## config.mk

```make
export PLATFORM = sky130hd
export DESIGN_NAME = regfile_wb_ctrl
export DESIGN_NICKNAME = d
export VERILOG_FILES = /design/src/rtl/regfile_pkg.sv /design/src/rtl/regfile_wb_ctrl_rr_arbiter.sv /design/src/rtl/regfile_wb_ctrl.sv
export SDC_FILE = /design/constraint.sdc
export NUM_CORES = 1
export LEC_CHECK = 0
export CORE_ASPECT_RATIO = 0.6
export CORE_MARGIN = 1
export CORE_UTILIZATION = 44
export CTS_BUF_LIST = sky130_fd_sc_hd__clkbuf_2
export DETAILED_ROUTE_END_ITERATION = 10
export GPL_TIMING_DRIVEN = 0
export PLACE_DENSITY = 0.95
export SLEW_MARGIN = 10
export SYNTH_ARGS = -nofsm -noshare
export SYNTH_HDL_FRONTEND = slang
export SYNTH_HIERARCHICAL = 1
export SYNTH_SLANG_ARGS = --single-unit
export TNS_END_PERCENT = 1
```

## constraint.sdc

```tcl
create_clock -name clk_i -period 5.3 [get_ports clk_i]
set_clock_uncertainty 0.2 [all_clocks]
set_input_delay 1.325 -clock clk_i [delete_from_list [all_inputs] [get_ports clk_i]]
set_output_delay 1.325 -clock clk_i [all_outputs]
set_load 0.01 [all_outputs]
```

## src/rtl/regfile_pkg.sv

```systemverilog
// Shared constants for the register-file writeback controller.
// Requester indices, register count and default widths.
package regfile_pkg;

  localparam int DEF_NUM_REQ = 3;
  localparam int DEF_ADDR_W  = 5;
  localparam int DEF_DATA_W  = 32;

  localparam int REQ_ALU  = 0;
  localparam int REQ_LSU  = 1;
  localparam int REQ_MDU  = 2;

  localparam int NUM_REGS = 32;

  // Index width that stays legal for a single requester.
  function automatic int idx_w(input int n);
    return (n > 1) ? $clog2(n) : 1;
  endfunction

endpackage

```

## src/rtl/regfile_wb_ctrl_rr_arbiter.sv

```systemverilog
// Combinational round-robin arbiter. Search begins one past ptr and
// wraps; the first active request wins. ptr is owned by the caller.
import regfile_pkg::*;

module rr_arbiter #(
  parameter int N  = DEF_NUM_REQ,
  parameter int IW = idx_w(N)
) (
  input  logic [N-1:0]  req,
  input  logic [IW-1:0] ptr,
  output logic [N-1:0]  grant,
  output logic          grant_valid,
  output logic [IW-1:0] grant_idx
);

  int idx;

  // Rotating priority scan starting at ptr+1 mod N.
  always_comb begin
    grant       = '0;
    grant_valid = 1'b0;
    grant_idx   = '0;
    idx         = 0;
    for (int off = 1; off <= N; off++) begin
      idx = (int'(ptr) + off) % N;
      if (!grant_valid && req[idx]) begin
        grant_valid = 1'b1;
        grant[idx]  = 1'b1;
        grant_idx   = IW'(idx);
      end
    end
  end

endmodule

```

## src/rtl/regfile_wb_ctrl.sv

```systemverilog
// Writeback controller for the regfile write port.
// - round-robin arbitration among NUM_REQ writeback sources,
//   winner registered onto the write port (one-cycle latency)
// - per-register busy scoreboard with WAW issue stall and rs1/rs2 flags
// Optional macro WB_BYPASS_EN: forward the registered write to rs1/rs2
// and drop the busy flag one cycle earlier.
import regfile_pkg::*;

module regfile_wb_ctrl #(
  parameter int NUM_REQ = DEF_NUM_REQ,
  parameter int ADDR_W  = DEF_ADDR_W,
  parameter int DATA_W  = DEF_DATA_W
) (
  input  logic                      clk_i,
  input  logic                      nrst_i,
  input  logic [NUM_REQ-1:0]        req_valid_i,
  output logic [NUM_REQ-1:0]        req_ready_o,
  input  logic [NUM_REQ*ADDR_W-1:0] req_addr_i,
  input  logic [NUM_REQ*DATA_W-1:0] req_data_i,
  output logic                      rd_wren_o,
  output logic [ADDR_W-1:0]         rd_addr_o,
  output logic [DATA_W-1:0]         rd_data_o,
  input  logic                      issue_valid_i,
  input  logic [ADDR_W-1:0]         issue_rd_i,
  output logic                      issue_ready_o,
  input  logic [ADDR_W-1:0]         rs1_addr_i,
  input  logic [ADDR_W-1:0]         rs2_addr_i,
  input  logic [DATA_W-1:0]         rs1_data_i,
  input  logic [DATA_W-1:0]         rs2_data_i,
  output logic [DATA_W-1:0]         rs1_data_o,
  output logic [DATA_W-1:0]         rs2_data_o,
  output logic                      rs1_busy_o,
  output logic                      rs2_busy_o,
  output logic                      wb_orphan_o
);

  localparam int IW = idx_w(NUM_REQ);

  // Packed views of the per-requester address/data buses.
  logic [NUM_REQ-1:0][ADDR_W-1:0] req_addr;
  logic [NUM_REQ-1:0][DATA_W-1:0] req_data;
  assign req_addr = req_addr_i;
  assign req_data = req_data_i;

  // ---------------- arbitration ----------------
  logic [IW-1:0]      rr_ptr;
  logic [NUM_REQ-1:0] grant;
  logic               grant_valid;
  logic [IW-1:0]      grant_idx;

  rr_arbiter #(.N(NUM_REQ), .IW(IW)) u_arb (
    .req         (req_valid_i),
    .ptr         (rr_ptr),
    .grant       (grant),
    .grant_valid (grant_valid),
    .grant_idx   (grant_idx)
  );

  assign req_ready_o = grant;

  logic [ADDR_W-1:0] win_addr;
  logic [DATA_W-1:0] win_data;
  assign win_addr = req_addr[grant_idx];
  assign win_data = req_data[grant_idx];

  // Pointer moves to the winner only on a grant; reset favours index 0.
  always_ff @(posedge clk_i or negedge nrst_i) begin
    if (!nrst_i)          rr_ptr <= IW'(NUM_REQ - 1);
    else if (grant_valid) rr_ptr <= grant_idx;
  end

  // ---------------- output stage ----------------
  logic              wr_q;
  logic [ADDR_W-1:0] wr_addr_q;
  logic [DATA_W-1:0] wr_data_q;

  // Register the winning write; x0 writes are accepted but never enabled.
  always_ff @(posedge clk_i or negedge nrst_i) begin
    if (!nrst_i) begin
      wr_q      <= 1'b0;
      wr_addr_q <= '0;
      wr_data_q <= '0;
    end else begin
      wr_q <= grant_valid && (win_addr != '0);
      if (grant_valid) begin
        wr_addr_q <= win_addr;
        wr_data_q <= win_data;
      end
    end
  end

  assign rd_wren_o = wr_q;
  assign rd_addr_o = wr_addr_q;
  assign rd_data_o = wr_data_q;

  // ---------------- scoreboard ----------------
  logic [NUM_REGS-1:0] busy, busy_nxt;
  logic                issue_fire;

  assign issue_ready_o = (issue_rd_i == '0) ? 1'b1 : ~busy[issue_rd_i];
  assign issue_fire    = issue_valid_i && issue_ready_o && (issue_rd_i != '0);

  // Clear on committed write, then set on issue so a set always wins.
  always_comb begin
    busy_nxt = busy;
    if (wr_q)       busy_nxt[wr_addr_q]  = 1'b0;
    if (issue_fire) busy_nxt[issue_rd_i] = 1'b1;
    busy_nxt[0] = 1'b0;
  end

  // Busy bit storage.
  always_ff @(posedge clk_i or negedge nrst_i) begin
    if (!nrst_i) busy <= '0;
    else         busy <= busy_nxt;
  end

  // Orphan: a committed write landed on a register nobody was waiting for.
  always_ff @(posedge clk_i or negedge nrst_i) begin
    if (!nrst_i) wb_orphan_o <= 1'b0;
    else         wb_orphan_o <= wr_q && !busy[wr_addr_q];
  end

  // ---------------- source operand flags ----------------
`ifdef WB_BYPASS_EN
  logic fwd1, fwd2;
  assign fwd1 = wr_q && (wr_addr_q == rs1_addr_i) && (rs1_addr_i != '0);
  assign fwd2 = wr_q && (wr_addr_q == rs2_addr_i) && (rs2_addr_i != '0);

  assign rs1_busy_o = busy[rs1_addr_i] && !fwd1;
  assign rs2_busy_o = busy[rs2_addr_i] && !fwd2;
  assign rs1_data_o = fwd1 ? wr_data_q : rs1_data_i;
  assign rs2_data_o = fwd2 ? wr_data_q : rs2_data_i;
`else
  assign rs1_busy_o = busy[rs1_addr_i];
  assign rs2_busy_o = busy[rs2_addr_i];
  assign rs1_data_o = rs1_data_i;
  assign rs2_data_o = rs2_data_i;
`endif

endmodule

```

==> results.yml <==
cells_and_area:
  n_fill_cell: 983
  multi_input_area_um2: 2980
  fin_nets: 1048
  drive_gt1_share_pct: 16.9
  syn_to_final_growth_pct: 49.6
  layout_commonest_cell: "clkdlybuf4s50_1"
  mostFrequentLayoutCells: "clkdlybuf4s50_1, nor2_1, a21oi_1, dfrtp_1, buf_4"
  ff_latch_area_um2: 1800
clocking:
  cts_tree: "built"
  cts_resized: 0
  cts-buffers-inserted: 9
  h-tree-depth: 3
  clock_path_buffers: 2
  insertion_delay_ns: 0.55
  cts-root-buf: "clkbuf_2"
  clock_sinks: 72
  clkTransAtPathRegs_ns: 0.19
  postCtsHoldBufs: 0
  postCtsSetupBuffers: 0
routing:
  drt_first_iter_violations: 494
  drcViolationCount: 0
  viasPerCell: 5.66
  ant_nets: 0
  wl_per_cell_um: 18.9
  dr.pass1.iters: 5
  wl_um: 19200
  vias: 5766
hold_path:
  min_path_cells: 2
  min_path_type: "flop to flop"
  hp-start: "rd_data_o[1]$_DFFE_PN0P_"
  hold_path_end: "rd_data_o[1]$_DFFE_PN0P_"
synthesis:
  synth_nets: 803
  ys_warn_count: 6
  synthFlopType: "dfrtp_1"
  synth-simple-area-share_pct: 14.0
  async_reset_ff_share_pct: 100
  synth.area.top_cells: "dfrtp_1, mux2i_1, mux4_2, buf_4, a21oi_1"
  synth_seq_cells: 72
  synth_top_cell_area_share_pct: 32.4
  syn_inst: 603
  syn_area_um2: 5490
  synthXorXnorAreaFrac_pct: 0
  synth-seq-area-share_pct: 32.9
  synth-adder-area-share_pct: 0.912
  synth.avg_cell_area_um2: 9.10
  synth_compound_area_share_pct: 17.8
  synth_edf_count: 0
  synth.largest_area_cell: "dfrtp_1"
  synth_top_family_by_area: "multiplexers"
  synthMuxAreaShare_pct: 21.5
  ys_types: 51
sta:
  report.final.slew_viol_count: 0
  maxSlewHeadroom_pct: 56.1
  hold_viol_final: 0
  rsz0062_at_grt: "false"
  fin_crit_sh_pct: 97.0
  setup_viol: 0
  post-route-min-period_ns: 5.14
  worstMarginPinSlew_ns: 0.659
  holdWs_ns: 0.354
  fin_setup_tns_ns: 0
  fin_ws_ns: 0.161
  fmax_ghz: 0.195
grt:
  grt_overflow: 0
  grt_max_degree: 52
  grt_pass1_wl_um: 29700
  globalRouteTotalUtil_pct: 29.9
  grt_pass1_vias: 5629
  antenna_found_initial: 1
critical_path:
  reg2reg_slack_ns: 1.77
  worstPathRequired_ns: 3.77
  critical_path_class: "input port to output pin"
  max_stage_delay_ns: 0.58
  worstSetupStartpointType: "input port"
  r2r_start: "rr_ptr[1]$_DFFE_PN1P_"
  cp_top_family: "buffers and inverters"
  worstPathCellList: "clkdlybuf4s50_1 > clkbuf_1 > nand3b_1 > o22ai_1 > a22oi_2 > nand2_1 > nor4_2 > clkdlybuf4s50_1"
  critPathArrivalTime_ns: 3.61
  cp_common_cell: "clkdlybuf4s50_1"
  r2r-end: "rd_wren_o$_DFF_PN0_"
  crit_fanout: 10
  end_kind: "output pin"
  slowest_stage: "clkdlybuf4s50_1"
  reg2reg_depth: 10
  critical_path_buf_inv_count: 3
placed_design:
  io_buffer_count: 233
  dp_slack_ns: 0.193
  place.gp.congestion: 0.967
  hpwl_um: 15100
pwr:
  power_density_nw_per_um2: 492
  peakVddDrop_mv: 0.310
  p_leak_nw: 3.28
  totalPowerFinal_w: 0.00404
die:
  pin_count: 305
  initial_core_util_pct: 45.3
  die_x_um: 146
  die-area_um2: 12900
  dieHeight_um: 88.5
  coreArea_um2: 12100
  rows: 31
outcome:
  status: "finished clean"
flow_run:
  maxCapViolations: 0
power by group:
group          internal [W]  total [W]  switching (W)  leakage (nW)
Combinational       0.00122    0.00247        0.00125          2.36
Clock              0.000199   0.000404       0.000205        0.0870
Sequential         0.000839    0.00117       0.000328         0.835
Total               0.00225    0.00404        0.00178          3.28
layout make-up:
cell class / count / share of cell area, %
multi-input cells: 421 / 36.3
repair buffers: 234 / 28.7
flip-flops and latches: 72 / 22.0
plain buffers: 103 / 8.28
well taps: 165 / 2.51
clock inverters: 7 / 1.34
clock buffers: 9 / 0.549
inverters: 7 / 0.320
diodes: 1 / 0.0305
layer usage:
metal / vias to the layer above / global-route usage, % / routed length (um)
li1: 2602 / - / -
met5: - / 0 / 0
met2: 360 / 47.5 / 8660
met1: 2762 / 39.5 / 7890
met4: 0 / 8.62 / 352
met3: 42 / 9.85 / 2320
Yosys cell counts, drive strengths merged, types with 2 or more instances:
library cell  instances
buf                  82
nand4                 2
or3b                  4
o21bai                2
a32o                  2
dfrtp                71
or2                   3
a21oi                74
ha                    4
a311oi                3
nand2b               14
mux2i                54
o22ai                 5
nor2                 75
nand2                18
mux2                 13
nand3b               11
nor3b                 3
inv                   7
clkbuf               21
a31oi                 3
o31ai                 6
o21ai                64
nor2b                 9
a21boi                5
mux4                 22
or3                   2
nand3                 8
nor4                  3
registers in the layout, indices dropped and copies added, names as in the netlist:
name,cells
rd_data_o,32
rd_addr_o,5
busy,31
rd_wren_o,1
wb_orphan_o,1
rr_ptr,2
worst reg2reg max path: cells and delay by family (launching register included):
kind / cells / cell delay (ns)
AOI/OAI and AO/OA: 5 / 1.13
DFF: 1 / 0.60
and+or+nand+nor: 2 / 0.48
buffers and inverters: 1 / 0.39
muxes: 1 / 0.33
adders and majority gates: 1 / 0.28
metrics by stage:
| step | std cells | util (%) | instance area, um^2 |
|---|---|---|---|
| finish | 1019 | 67.8 | 8210 |
| detailed placement | 1002 | 66.5 | 8050 |
| CTS | 1018 | 67.8 | 8210 |
| global placement | 1001 | 66.3 | 8030 |
| global route | 1019 | 67.8 | 8210 |
| floorplan | 603 | - | 5490 |
cells by family after synthesis:
group,Yosys count
AO/OA/AOI/OAI,173
AND/OR/NAND/NOR,155
buffers and inverters,110
multiplexers,89
flip-flops,72
adder cells (fa/ha/maj),4
worst max-delay path by stage:
stage,depth (start not counted),from,end
finish,8,issue_rd_i[4],issue_ready_o
global route,8,issue_rd_i[4],issue_ready_o
CTS,8,issue_rd_i[4],issue_ready_o
detailed placement,8,issue_rd_i[4],issue_ready_o
global placement,1,nrst_i,rd_data_o[23]$_DFFE_PN0P_
floorplan,6,issue_rd_i[0],issue_ready_o
No activity file was read; power rests on OpenSTA's default activity.
